--- src/rtl/fpu_seq.sv ---
// fpu_seq: issue/retire sequencer between execute and the FP units; one op in flight, tagged.
// Latency: response valid LAT(op)+1 edges after accept; LAT is 0 for sign-inject, compare and invalid ops.
// Backpressure: response held until resp_ready; a new request is taken on the same edge the response retires.
// Optional FPU_SEQ_PERF_EN adds perf_ops/perf_stall counters.
module fpu_seq #(
  parameter int LAT_ADD  = 3,
  parameter int LAT_MUL  = 3,
  parameter int LAT_DIV  = 10,
  parameter int LAT_SQRT = 8,
  parameter int LAT_CVT  = 1,
  parameter int TAG_W    = 5,
  parameter int CNT_W    = 4
) (
  input  logic             clk,
  input  logic             rstn,
  input  logic             req_valid,
  output logic             req_ready,
  input  logic [3:0]       req_op,
  input  logic [31:0]      req_src0,
  input  logic [31:0]      req_src1,
  input  logic [TAG_W-1:0] req_tag,
  input  logic             flush,
  output logic [3:0]       unit_op,
  output logic [31:0]      unit_src0,
  output logic [31:0]      unit_src1,
  input  logic [31:0]      unit_result,
  output logic             resp_valid,
  input  logic             resp_ready,
  output logic [31:0]      resp_result,
  output logic [TAG_W-1:0] resp_tag,
`ifdef FPU_SEQ_PERF_EN
  output logic [31:0]      perf_ops,
  output logic [31:0]      perf_stall,
`endif
  output logic             busy
);

  typedef enum logic [1:0] {IDLE, EXEC, RESP} state_t;

  state_t           state_q;
  logic [CNT_W-1:0] cnt_q;
  logic [3:0]       op_q;
  logic [31:0]      src0_q;
  logic [31:0]      src1_q;
  logic [TAG_W-1:0] tag_q;
  logic             resp_valid_q;
  logic [31:0]      resp_result_q;
  logic [TAG_W-1:0] resp_tag_q;

  logic [CNT_W-1:0] op_lat;
  logic             op_invalid;
  logic             accept;

  // Latency of the op currently held on the unit operand registers.
  always_comb begin
    op_lat     = '0;
    op_invalid = 1'b0;
    case (op_q)
      4'd0, 4'd1:   op_lat = CNT_W'(LAT_ADD);
      4'd2:         op_lat = CNT_W'(LAT_MUL);
      4'd3:         op_lat = CNT_W'(LAT_DIV);
      4'd4:         op_lat = CNT_W'(LAT_SQRT);
      4'd11, 4'd12: op_lat = CNT_W'(LAT_CVT);
      4'd13, 4'd14, 4'd15: op_invalid = 1'b1;
      default:      op_lat = '0;
    endcase
  end

  // Flush blocks acceptance so an abandoned slot cannot be refilled in the same cycle.
  always_comb begin
    req_ready = !flush && ((state_q == IDLE) || ((state_q == RESP) && resp_ready));
    accept    = req_valid && req_ready;
  end

  // Sequencer FSM: accept, count down the unit latency, hold the response.
  always_ff @(posedge clk) begin
    if (!rstn) begin
      state_q       <= IDLE;
      cnt_q         <= '0;
      op_q          <= '0;
      src0_q        <= '0;
      src1_q        <= '0;
      tag_q         <= '0;
      resp_valid_q  <= 1'b0;
      resp_result_q <= '0;
      resp_tag_q    <= '0;
    end else if (flush) begin
      state_q      <= IDLE;
      cnt_q        <= '0;
      resp_valid_q <= 1'b0;
    end else begin
      case (state_q)
        IDLE: begin
          if (accept) begin
            op_q    <= req_op;
            src0_q  <= req_src0;
            src1_q  <= req_src1;
            tag_q   <= req_tag;
            cnt_q   <= '0;
            state_q <= EXEC;
          end
        end
        EXEC: begin
          if (cnt_q == op_lat) begin
            resp_result_q <= op_invalid ? 32'h0 : unit_result;
            resp_tag_q    <= tag_q;
            resp_valid_q  <= 1'b1;
            state_q       <= RESP;
          end else begin
            cnt_q <= cnt_q + 1'b1;
          end
        end
        RESP: begin
          if (resp_ready) begin
            resp_valid_q <= 1'b0;
            if (accept) begin
              op_q    <= req_op;
              src0_q  <= req_src0;
              src1_q  <= req_src1;
              tag_q   <= req_tag;
              cnt_q   <= '0;
              state_q <= EXEC;
            end else begin
              state_q <= IDLE;
            end
          end
        end
        default: begin
          state_q      <= IDLE;
          resp_valid_q <= 1'b0;
        end
      endcase
    end
  end

`ifdef FPU_SEQ_PERF_EN
  logic [31:0] perf_ops_q;
  logic [31:0] perf_stall_q;

  // Event counters; deliberately untouched by flush so they span whole runs.
  always_ff @(posedge clk) begin
    if (!rstn) begin
      perf_ops_q   <= '0;
      perf_stall_q <= '0;
    end else begin
      if (resp_valid_q && resp_ready) perf_ops_q <= perf_ops_q + 32'd1;
      if (req_valid && !req_ready)    perf_stall_q <= perf_stall_q + 32'd1;
    end
  end

  assign perf_ops   = perf_ops_q;
  assign perf_stall = perf_stall_q;
`endif

  assign unit_op     = op_q;
  assign unit_src0   = src0_q;
  assign unit_src1   = src1_q;
  assign resp_valid  = resp_valid_q;
  assign resp_result = resp_result_q;
  assign resp_tag    = resp_tag_q;
  assign busy        = (state_q != IDLE);

endmodule

--- config.mk ---
export PLATFORM = sky130hd
export DESIGN_NAME = fpu_seq
export DESIGN_NICKNAME = d
export VERILOG_FILES = /design/src/rtl/fpu_seq.sv
export SDC_FILE = /design/constraint.sdc
export NUM_CORES = 1
export LEC_CHECK = 0
export CORE_MARGIN = 3
export CORE_UTILIZATION = 41
export CTS_CLUSTER_DIAMETER = 40
export CTS_CLUSTER_SIZE = 20
export DETAILED_ROUTE_END_ITERATION = 16
export PLACE_DENSITY = 0.91
export SYNTH_ARGS = -nofsm -noshare
export SYNTH_HDL_FRONTEND = slang
export SYNTH_SLANG_ARGS = --single-unit
--- constraint.sdc ---
create_clock -name clk -period 2.55 [get_ports clk]
set_input_delay 0.3825 -clock clk [delete_from_list [all_inputs] [get_ports clk]]
set_output_delay 0.3825 -clock clk [all_outputs]
set_load 0.05 [all_outputs]
==> results of run 1 <==
[layout by cell type, fill, tap and decap left out, types with 2 or more instances in the layout]
master                            instances
sky130_fd_sc_hd__buf_12                   3
sky130_fd_sc_hd__clkinvlp_4               3
sky130_fd_sc_hd__clkdlybuf4s50_1        215
sky130_fd_sc_hd__mux2i_1                 37
sky130_fd_sc_hd__a21boi_0                73
sky130_fd_sc_hd__nor2b_1                  2
sky130_fd_sc_hd__a21oi_1                  2
sky130_fd_sc_hd__bufinv_16                5
sky130_fd_sc_hd__inv_1                    4
sky130_fd_sc_hd__clkbuf_16               17
sky130_fd_sc_hd__clkinv_4                 3
sky130_fd_sc_hd__dfxtp_1                117
sky130_fd_sc_hd__nand2b_1                 2
sky130_fd_sc_hd__nor2_1                   5
sky130_fd_sc_hd__nand4_1                  2
sky130_fd_sc_hd__clkbuf_1                 2
sky130_fd_sc_hd__a211oi_1                 2
sky130_fd_sc_hd__and4b_2                  2
sky130_fd_sc_hd__buf_4                    7
sky130_fd_sc_hd__xnor2_1                  3
sky130_fd_sc_hd__nand2_1                226
sky130_fd_sc_hd__clkbuf_8                 2
sky130_fd_sc_hd__and2_1                   2
[final cells by class]
cell class / count / area [sq um]
Clock buffer: 21 / 460
Tap cell: 140 / 175
Sequential cell: 117 / 2340
Clock inverter: 11 / 199
Multi-Input combinational cell: 378 / 2080
Timing Repair Buffer: 226 / 2270
Inverter: 4 / 15.0
Fill cell: 804 / 3390
[cells by family after synthesis]
logic type	Yosys count
buffers and inverters	41
multiplexers	37
AND/OR/NAND/NOR	249
adder cells (fa/ha/maj)	1
XOR/XNOR	4
flip-flops	117
AO/OA/AOI/OAI	87
[sequential cells by signal, summed over array words and instances (netlist names)]
| name | count |
|---|---|
| cnt_q | 4 |
| resp_result | 32 |
| resp_tag | 5 |
| resp_valid | 1 |
| state_q | 2 |
| tag_q | 5 |
| unit_op | 4 |
| unit_src0 | 32 |
| unit_src1 | 32 |
[per-stage QoR]
step	std cells	hold WS, ns
2_1_floorplan	536	0.438
5_1_grt	897	0.467
3_5_place_dp	865	0.447
4_1_cts	897	0.456
6_report	897	0.453
3_3_place_gp	865	0.442
[power groups by stage]
stage / Clock [mW] / Combinational [mW] / Sequential (mW)
floorplan: 0 / 0.166 / 2.13
detailed placement: 0 / 0.667 / 1.96
CTS: 2.68 / 0.672 / 1.92
finish: 2.63 / 0.668 / 1.92
global placement: 0 / 0.652 / 1.95
global route: 2.77 / 0.712 / 1.92
[final timing paths]
kind	to	slack, ns	from	depth (start not counted)
max	resp_result[9]$_SDFFE_PN0P_	0.33	unit_op[2]$_SDFFE_PN0P_	6
min	resp_result[17]$_SDFFE_PN0P_	0.45	resp_result[17]$_SDFFE_PN0P_	2
max reg2reg	resp_result[9]$_SDFFE_PN0P_	0.33	unit_op[2]$_SDFFE_PN0P_	6
min reg2reg	resp_result[17]$_SDFFE_PN0P_	0.45	resp_result[17]$_SDFFE_PN0P_	2
[layer usage]
layer | routed length, um | track usage | vias up
met3 | 1130 | 0.0987 | 14
li1 | - | - | 2159
met4 | 195 | 0.0689 | 0
met2 | 6680 | 0.367 | 166
met5 | 0 | 0 | -
met1 | 5320 | 0.228 | 2035
[worst max-delay path, delay by kind of cell, from the launching register on]
| family | cells | cell delay [ns] |
|---|---|---|
| xor+xnor | 1 | 0.23 |
| compound gates | 1 | 0.16 |
| mux | 1 | 0.26 |
| buf+inv | 1 | 0.27 |
| simple gates | 2 | 0.73 |
| flops | 1 | 0.48 |
==> metrics.txt, run 1 <==
total global routing overflow 0; area growth from synthesis to layout 63.0%; element type at the critical path start register; type of the worst setup path reg2reg; CTS Hold Buffers Added 0; number of levels in the clock H-tree 4; Setup Buffers After CTS 0; dpl cell area 6880 sq um; average detailed-routed wire length per instance 14.9 um; routed vias 4,374; width of the chip 112 um; worst-path cell with the longest stage delay sky130_fd_sc_hd__dfxtp_1; end-of-flow core utilization 0.690; post-route clock period utilization 0.871; adder-cell area share of the yosys netlist 0.00270; area of all placed cells without fillers 7540 sq um; post-synth top area share 0.506; synthesized area 4630 sq um; initial cell density of the core 0.423; headroom to the max-slew limit 0.576; Inserted Clock Buffers 17; distinct cell type count after synthesis 37; internal power consumption 3.98 mW; time the worst path needs with I/O delays and setup 2.22 ns; number of flops mapped to enable cells by yosys 0; Die Outline Area 12,600 sq um; Post-Synth XOR/XNOR Area 0.00757; multiplexer area fraction after synthesis 0.0800; Buffers on Ports 217; Total Power 5.22 mW; cell type contributing the most total cell area after synthesis sky130_fd_sc_hd__dfxtp_1; Clock Tree Buf Depth 2; sequential-to-total area share from yosys stat 0.506; Area contributors post-synth sky130_fd_sc_hd__dfxtp_1, sky130_fd_sc_hd__nand2_1, sky130_fd_sc_hd__a21boi_0; hold violation count in the final report 0; DP HPWL 9.46 mm; num ports 218; clock-pin slew on the worst setup and hold paths 0.05 ns; synth cell count leaders sky130_fd_sc_hd__nand2_1, sky130_fd_sc_hd__dfxtp_1, sky130_fd_sc_hd__a21boi_0; residual DRC count 0; antenna violations before repair 0; first-pass iteration count of the detailed router 4; final-layout setup total negative slack 0 ns; TritonCTS clock tree built; Net Sw Frac 0.238; Warnings, synthesis 0; number of instances in the synthesized netlist 536; clock sinks 117; Seq cells post-synth 117; leakage power 2.69 nW; share of power burned in the clock network 0.504; syn nets 647; worst clock skew on the final layout 0.00714 ns; fraction of registers with async set/reset 0; RSZ-0062 raised after global routing no; synthesized-area fraction occupied by ao, oa, aoi and oai cells 0.141; worst skew pair latency 0.40 ns; floorplan die height 112 um; status finished, final reports clean; kind of end point of the critical path register; Final Max Tran Viols 0; cell with the most instances after synthesis sky130_fd_sc_hd__nand2_1; Worst Path Max Fanout 37; number of core rows 38; post-synthesis average cell area 8.63 sq um; Largest stage delay, worst path 0.48 ns; number of failing setup endpoints in the final timing report 0; Root Driver sky130_fd_sc_hd__clkbuf_16; worst setup slack before clock tree synthesis 0.140 ns; power density normalized to cell area 692 nW/um^2; dominant combinational cell family by area after synthesis simple AND/OR/NAND/NOR gates; Routed WL 13.3 mm; initial detailed-routing violation count 207; CP Cell Sequence or3b_1, a21oi_2, xnor2_1, and4b_2, buf_12, mux2i_1; peak ir drop on the vdd network 0.715 mV; largest net degree at the start of global routing 61; overall routing resource usage 0.211; Nets 855; post-CTS resize count 0; number of diodes 0; required time of the critical path 2.86 ns; sw power 1.24 mW; Arr. time, crit path 2.53 ns; Placeable Area 10,900 sq um; Slew @ Worst Pin 0.635 ns; share of post-route cells with drive strength above 1 0.0674; class of the most critical hold timing path reg2reg; most used flip-flop cell after synthesis sky130_fd_sc_hd__dfxtp_1; max-cap viol count 0; final worst slack 0.328 ns; combinational cell fraction of total power 0.128; first-pass GRT wire length 21.6 mm; vias per cell 4.88; simple-gate area share of the yosys netlist 0.215; antenna viol nets, final 0; fmax 0.450 GHz; share of power burned in registers 0.368; vias in the first global route 4,518; routability congestion estimate 0.791
Power figures use the tool's default switching activity.
==> run 2: changes to the inputs <==
--- a/config.mk
+++ b/config.mk
@@ -7,7 +7,7 @@
 export LEC_CHECK = 0
 export CORE_MARGIN = 3
 export CORE_UTILIZATION = 41
-export CTS_CLUSTER_DIAMETER = 40
+export CTS_CLUSTER_DIAMETER = 30
 export CTS_CLUSTER_SIZE = 20
 export DETAILED_ROUTE_END_ITERATION = 16
 export PLACE_DENSITY = 0.91
==> constraint.sdc (replaced) <==
create_clock -name clk -period 2.3 [get_ports clk]
set_input_delay 0.345 -clock clk [delete_from_list [all_inputs] [get_ports clk]]
set_output_delay 0.345 -clock clk [all_outputs]
set_load 0.05 [all_outputs]
==> run 2 against run 1 <==
  * Clock power is 6% higher
  * Clock skew is 0.0034 ns higher
  * Core utilization down 0.39 points
  * Setup slack worse by 0.17 ns
  * Sequential share of layout area is 0.19 points higher
  * Non-clock buffer count shrank 2
  * Via count down 0.94%
  * Wire length down 2.6%
  * Power rose by 8.1%
  * Critical path type unchanged
  * Critical endpoint is now resp_result[19]$_SDFFE_PN0P_
  * Largest cell class unchanged
  * Largest power group unchanged
==> metrics.txt, run 2 (same netlist as run 1, synthesis figures left out) <==
antenna viol nets, final 0 (unchanged); Die Outline Area 12,600 sq um (unchanged); DP HPWL 9.38 mm (was 9.46 mm); initial detailed-routing violation count 248 (was 207); commonest non-fill, non-tap cell in the layout sky130_fd_sc_hd__nand2_1 (unchanged); internal power consumption 4.33 mW (was 3.98 mW); share of post-route cells with drive strength above 1 0.0675 (was 0.0674); first-pass GRT wire length 21.0 mm (was 21.6 mm); CP Cell Sequence and4bb_2, nor3_1, xnor2_1, and4b_2, buf_12, mux2i_1 (was or3b_1, a21oi_2, xnor2_1, and4b_2, buf_12, mux2i_1); worst skew pair latency 0.40 ns (about the same); final-layout setup total negative slack 0 ns (unchanged); status finished, final reports clean (unchanged); combinational cell fraction of total power 0.130 (was 0.128); share of power burned in the clock network 0.493 (was 0.504); global routing usage on met2 0.349 (was 0.367); Routed WL 13.0 mm (was 13.3 mm); Final Max Tran Viols 0 (unchanged); num ports 218 (unchanged); time the worst path needs with I/O delays and setup 2.14 ns (was 2.22 ns); Nets 853 (was 855); Bufs and invs on worst path 1 (unchanged); headroom to the max-slew limit 0.255 (was 0.576); Placeable Area 10,900 sq um (unchanged); total global routing overflow 0 (unchanged); class of the most critical hold timing path reg2reg (unchanged); busiest metal layer after global routing met2 (unchanged); element type at the critical path start register (unchanged); Inserted Clock Buffers 17 (unchanged); peak ir drop on the vdd network 0.426 mV (was 0.715 mV); number of levels in the clock H-tree 4 (unchanged); RSZ-0062 raised after global routing no (unchanged); Net Sw Frac 0.234 (was 0.238); met3 global-route usage 0.0825 (was 0.0987); width of the chip 112 um (unchanged); FILL cells 812 (was 804); vias in the first global route 4,346 (was 4,518); TritonCTS clock tree built (unchanged); routability congestion estimate 0.852 (was 0.791); area growth from synthesis to layout 62.1% (was 63.0%); kind of end point of the critical path register (unchanged); max-cap viol count 0 (unchanged); highest-count cells in the layout ignoring fill and taps sky130_fd_sc_hd__nand2_1, sky130_fd_sc_hd__clkdlybuf4s50_1, sky130_fd_sc_hd__dfxtp_1 (unchanged); Worst Path Max Fanout 37 (unchanged); Largest stage delay, worst path 0.45 ns (was 0.48 ns); sw power 1.32 mW (was 1.24 mW); number of failing setup endpoints in the final timing report 0 (unchanged); Min Hold Slack 0.455 ns (was 0.453 ns); clock sinks 117 (unchanged); leakage power 2.68 nW (was 2.69 nW); Root Driver sky130_fd_sc_hd__clkbuf_16 (unchanged); antenna violations before repair 1 (was 0); post-route clock period utilization 0.931 (was 0.871); number of core rows 38 (unchanged); average detailed-routed wire length per instance 14.5 um (was 14.9 um); Arr. time, crit path 2.45 ns (was 2.53 ns); worst clock skew on the final layout 0.0106 ns (was 0.00714 ns); share of power burned in registers 0.377 (was 0.368); met1 Track Usage GR 0.232 (was 0.228); register-to-register setup slack 0.16 ns (was 0.33 ns); residual DRC count 0 (unchanged); vias per cell 4.84 (was 4.88); required time of the critical path 2.61 ns (was 2.86 ns); worst-path cell with the longest stage delay sky130_fd_sc_hd__dfxtp_1 (unchanged); Slew @ Worst Pin 1.12 ns (was 0.635 ns); routed vias 4,333 (was 4,374); power density normalized to cell area 753 nW/um^2 (was 692 nW/um^2); Clock Tree Buf Depth 2 (unchanged); Buffers on Ports 217 (unchanged); first-pass iteration count of the detailed router 7 (was 4); kind of cell adding the most delay to the critical path simple AND/OR/NAND/NOR gates (unchanged); floorplan die height 112 um (unchanged); hold violation count in the final report 0 (unchanged); largest net degree at the start of global routing 73 (was 61); fmax 0.467 GHz (was 0.450 GHz); initial cell density of the core 0.423 (unchanged); overall routing resource usage 0.204 (was 0.211); clock-pin slew on the worst setup and hold paths 0.05 ns (about the same); type of the worst setup path reg2reg (unchanged)
[run 2: cell types whose count changed in the layout (fill, tap and decap cells not counted), moves of 2 or more]
cell and delta:
sky130_fd_sc_hd__clkinv_2 +2, sky130_fd_sc_hd__clkbuf_8 +5, sky130_fd_sc_hd__clkinv_4 -3, sky130_fd_sc_hd__bufinv_16 -2
[run 2: path summary, 6_finish.rpt]
kind,start,endpoint,depth (start not counted)
max reg2reg,unit_op[1]$_SDFFE_PN0P_,resp_result[19]$_SDFFE_PN0P_,6
min reg2reg,resp_result[21]$_SDFFE_PN0P_,resp_result[21]$_SDFFE_PN0P_,2
min,resp_result[21]$_SDFFE_PN0P_,resp_result[21]$_SDFFE_PN0P_,2
max,unit_op[1]$_SDFFE_PN0P_,resp_result[19]$_SDFFE_PN0P_,6
[run 2: power by group through the flow]
stage	clock network, mW	registers [mW]	logic, mW
5_1_grt	2.94	2.14	0.783
6_report	2.78	2.13	0.734
3_3_place_gp	0	2.17	0.720
2_1_floorplan	0	2.36	0.184
3_5_place_dp	0	2.17	0.734
4_1_cts	2.85	2.13	0.738
[run 2: repair_timing]
action                     4_1_cts  5_1_grt
hold buffers                     0        0
buffers inserted                 0        0
setup endpoints to repair        0       37
resized for setup                0        1
[run 2: area by class of cell]
type,count,area (sq um),share of cell area
Sequential cell,117,2340,0.312
Timing Repair Buffer,224,2240,0.299
Multi-Input combinational cell,378,2080,0.277
Clock buffer,25,526,0.0701
Tap cell,140,175,0.0234
Clock inverter,7,115,0.0153
Inverter,4,15.0,0.00200
Antenna cell,1,2.50,0.000334
[run 2: stage by stage]
stage / cells / worst slack (ns) / total power, mW / area, sq um / utilization
after global routing: 896 / 0.00491 / 5.86 / 7500 / 0.686
after floorplan: 536 / 0.0468 / 2.55 / 4630 / -
after global placement: 863 / 0.129 / 2.89 / 6860 / 0.627
after detailed placement: 863 / 0.00822 / 2.90 / 6860 / 0.627
after CTS: 895 / 0.0604 / 5.72 / 7500 / 0.685
final: 896 / 0.160 / 5.64 / 7500 / 0.686
[run 2: worst reg2reg max path, delay by kind of cell, from the launching register on]
kind / cells / cell delay [ns]
buffers and inverters: 1 / 0.26
xor gates and xnor gates: 1 / 0.26
DFF: 1 / 0.45
muxes: 1 / 0.26
and+or+nand+nor: 3 / 0.83
[run 2: metal layers]
metal / part of all wire / vias to the layer above / routed length [um]
li1: - / 2162 / -
met1: 0.40 / 1965 / 5190
met2: 0.49 / 185 / 6340
met3: 0.096 / 21 / 1240
met4: 0.016 / 0 / 207
met5: 0 / - / 0
==> run 3: changes to the inputs <==
--- a/config.mk
+++ b/config.mk
@@ -11,6 +11,7 @@
 export CTS_CLUSTER_SIZE = 20
 export DETAILED_ROUTE_END_ITERATION = 16
 export PLACE_DENSITY = 0.91
+export RECOVER_POWER = 25
 export SYNTH_ARGS = -nofsm -noshare
 export SYNTH_HDL_FRONTEND = slang
 export SYNTH_SLANG_ARGS = --single-unit
==> run 3 against run 2 <==
  * Clock skew decreased by 0.00074 ns
  * Sequential power about the same
  * Critical endpoint is now req_ready
  * Critical path type is now in2out
  * Clock-buffer cell count stayed put
  * First-iteration DRC count rose by 7.7%
  * Global-route usage unchanged
==> metrics.txt, run 3 (same netlist as run 1, synthesis figures left out) <==
Placeable Area 10,900 sq um (unchanged); first-pass iteration count of the detailed router 6 (was 7); Total Power 5.64 mW (about the same); commonest non-fill, non-tap cell in the layout sky130_fd_sc_hd__nand2_1 (unchanged); Net Sw Frac 0.234 (about the same); Slew @ Worst Pin 1.14 ns (was 1.12 ns); Nets 853 (unchanged); num ports 218 (unchanged); clock-pin slew on the worst setup and hold paths 0.05 ns (about the same); end-of-flow core utilization 0.685 (was 0.686); element type at the critical path start input port (was register); status finished, final reports clean (unchanged); met3 global-route usage 0.0825 (unchanged); vias in the first global route 4,346 (unchanged); combinational cell fraction of total power 0.129 (was 0.130); FILL cells 815 (was 812); width of the chip 112 um (unchanged); largest net degree at the start of global routing 73 (unchanged); internal power consumption 4.32 mW (was 4.33 mW); met1 Track Usage GR 0.232 (unchanged); Min Hold Slack 0.452 ns (was 0.455 ns); Die Outline Area 12,600 sq um (unchanged); class of the most critical hold timing path reg2reg (unchanged); fmax 0.451 GHz (was 0.467 GHz); busiest metal layer after global routing met2 (unchanged); Buffers on Ports 217 (unchanged); worst skew pair latency 0.40 ns (about the same); leakage power 2.75 nW (was 2.68 nW); startpoint of the worst register-to-register path unit_op[1]$_SDFFE_PN0P_ (unchanged); TritonCTS clock tree built (unchanged); time the worst path needs with I/O delays and setup 2.22 ns (was 2.14 ns); average detailed-routed wire length per instance 14.5 um (about the same); share of power burned in the clock network 0.494 (was 0.493); Routed WL 13.0 mm (about the same); DP HPWL 9.38 mm (unchanged); worst clock skew on the final layout 0.00982 ns (was 0.0106 ns); Final Max Tran Viols 0 (unchanged); residual DRC count 0 (unchanged); initial detailed-routing violation count 267 (was 248); type of the worst setup path in2out (was reg2reg); first-pass GRT wire length 21.0 mm (unchanged); post-route clock period utilization 0.965 (was 0.931); required time of the critical path 1.96 ns (was 2.61 ns); Root Driver sky130_fd_sc_hd__clkbuf_16 (unchanged); clock sinks 117 (unchanged); hold violation count in the final report 0 (unchanged); antenna viol nets, final 0 (unchanged); Inserted Clock Buffers 17 (unchanged); vias per cell 4.82 (was 4.84); power density normalized to cell area 753 nW/um^2 (about the same); RSZ-0062 raised after global routing no (unchanged); total global routing overflow 0 (unchanged); antenna violations before repair 1 (unchanged); kind of end point of the critical path primary output (was register); number of levels in the clock H-tree 4 (unchanged); share of post-route cells with drive strength above 1 0.0649 (was 0.0675); number of failing setup endpoints in the final timing report 0 (unchanged); routability congestion estimate 0.852 (unchanged); source of the worst hold timing path resp_result[21]$_SDFFE_PN0P_ (unchanged); max-cap viol count 0 (unchanged); final worst slack 0.0807 ns (was 0.160 ns); number of core rows 38 (unchanged); global routing usage on met2 0.349 (unchanged); worst setup slack before clock tree synthesis 0.00822 ns (unchanged); CTS Hold Buffers Added 0 (unchanged); initial cell density of the core 0.423 (unchanged); headroom to the max-slew limit 0.243 (was 0.255); area growth from synthesis to layout 61.8% (was 62.1%); overall routing resource usage 0.204 (unchanged); sw power 1.32 mW (about the same); share of power burned in registers 0.377 (about the same); floorplan die height 112 um (unchanged); crit path launch resp_ready (was unit_op[1]$_SDFFE_PN0P_); Arr. time, crit path 1.87 ns (was 2.45 ns); final-layout setup total negative slack 0 ns (unchanged); Clock Tree Buf Depth 2 (unchanged); highest-count cells in the layout ignoring fill and taps sky130_fd_sc_hd__nand2_1, sky130_fd_sc_hd__clkdlybuf4s50_1, sky130_fd_sc_hd__dfxtp_1 (unchanged); peak ir drop on the vdd network 0.426 mV (about the same); routed vias 4,317 (was 4,333); Worst Path Max Fanout 3 (was 37)
run 3: cell count changes in the layout (fill, tap and decap cells not counted):
cell | previous run | this run
sky130_fd_sc_hd__clkdlybuf4s50_1 | 215 | 195
sky130_fd_sc_hd__clkbuf_4 | 0 | 2
sky130_fd_sc_hd__buf_12 | 2 | 1
sky130_fd_sc_hd__dlygate4sd3_1 | 0 | 20
sky130_fd_sc_hd__dlymetal6s2s_1 | 0 | 1
sky130_fd_sc_hd__a211oi_2 | 1 | 0
sky130_fd_sc_hd__a211oi_1 | 2 | 3
sky130_fd_sc_hd__buf_4 | 6 | 4
run 3: path summary, 6_finish.rpt:
check / end / slack [ns] / cells past startpoint
max: req_ready / 0.08 / 4
min: resp_result[21]$_SDFFE_PN0P_ / 0.45 / 2
max reg2reg: resp_result[19]$_SDFFE_PN0P_ / 0.16 / 6
min reg2reg: resp_result[21]$_SDFFE_PN0P_ / 0.45 / 2
run 3: through the flow:
step / cell area, sq um / instances
4_1_cts: 7500 / 895
3_3_place_gp: 6860 / 863
6_report: 7490 / 896
2_1_floorplan: 4630 / 536
3_5_place_dp: 6860 / 863
5_1_grt: 7490 / 896
run 3: area by class of cell:
class / count / area (sq um) / area share
Inverter: 4 / 15.0 / 0.00201
Tap cell: 140 / 175 / 0.0234
Clock inverter: 7 / 115 / 0.0154
Antenna cell: 1 / 2.50 / 0.000334
Clock buffer: 25 / 526 / 0.0702
Timing Repair Buffer: 224 / 2230 / 0.298
Sequential cell: 117 / 2340 / 0.313
Multi-Input combinational cell: 378 / 2080 / 0.277
run 3: layer usage:
layer | wire, um | part of all wire
met1 | 5180 | 0.40
met2 | 6310 | 0.49
met3 | 1230 | 0.095
met4 | 255 | 0.020
met5 | 0 | 0
run 3: power by group through the flow:
| stage | logic [mW] | registers (mW) | clock network [mW] |
|---|---|---|---|
| 2_1_floorplan | 0.184 | 2.36 | 0 |
| 3_3_place_gp | 0.720 | 2.17 | 0 |
| 3_5_place_dp | 0.734 | 2.17 | 0 |
| 4_1_cts | 0.738 | 2.13 | 2.85 |
| 5_1_grt | 0.776 | 2.14 | 2.94 |
| 6_report | 0.727 | 2.13 | 2.78 |
run 3: worst max-delay path, stage by stage:
cell,delay [ns]
sky130_fd_sc_hd__dlygate4sd3_1,0.58
sky130_fd_sc_hd__inv_1,0.08
sky130_fd_sc_hd__a211oi_1,0.35
sky130_fd_sc_hd__dlymetal6s2s_1,0.51
run 3: what timing repair did:
item	4_1_cts	5_1_grt
resized for setup	0	1
setup endpoints to repair	0	37
buffers inserted	0	0
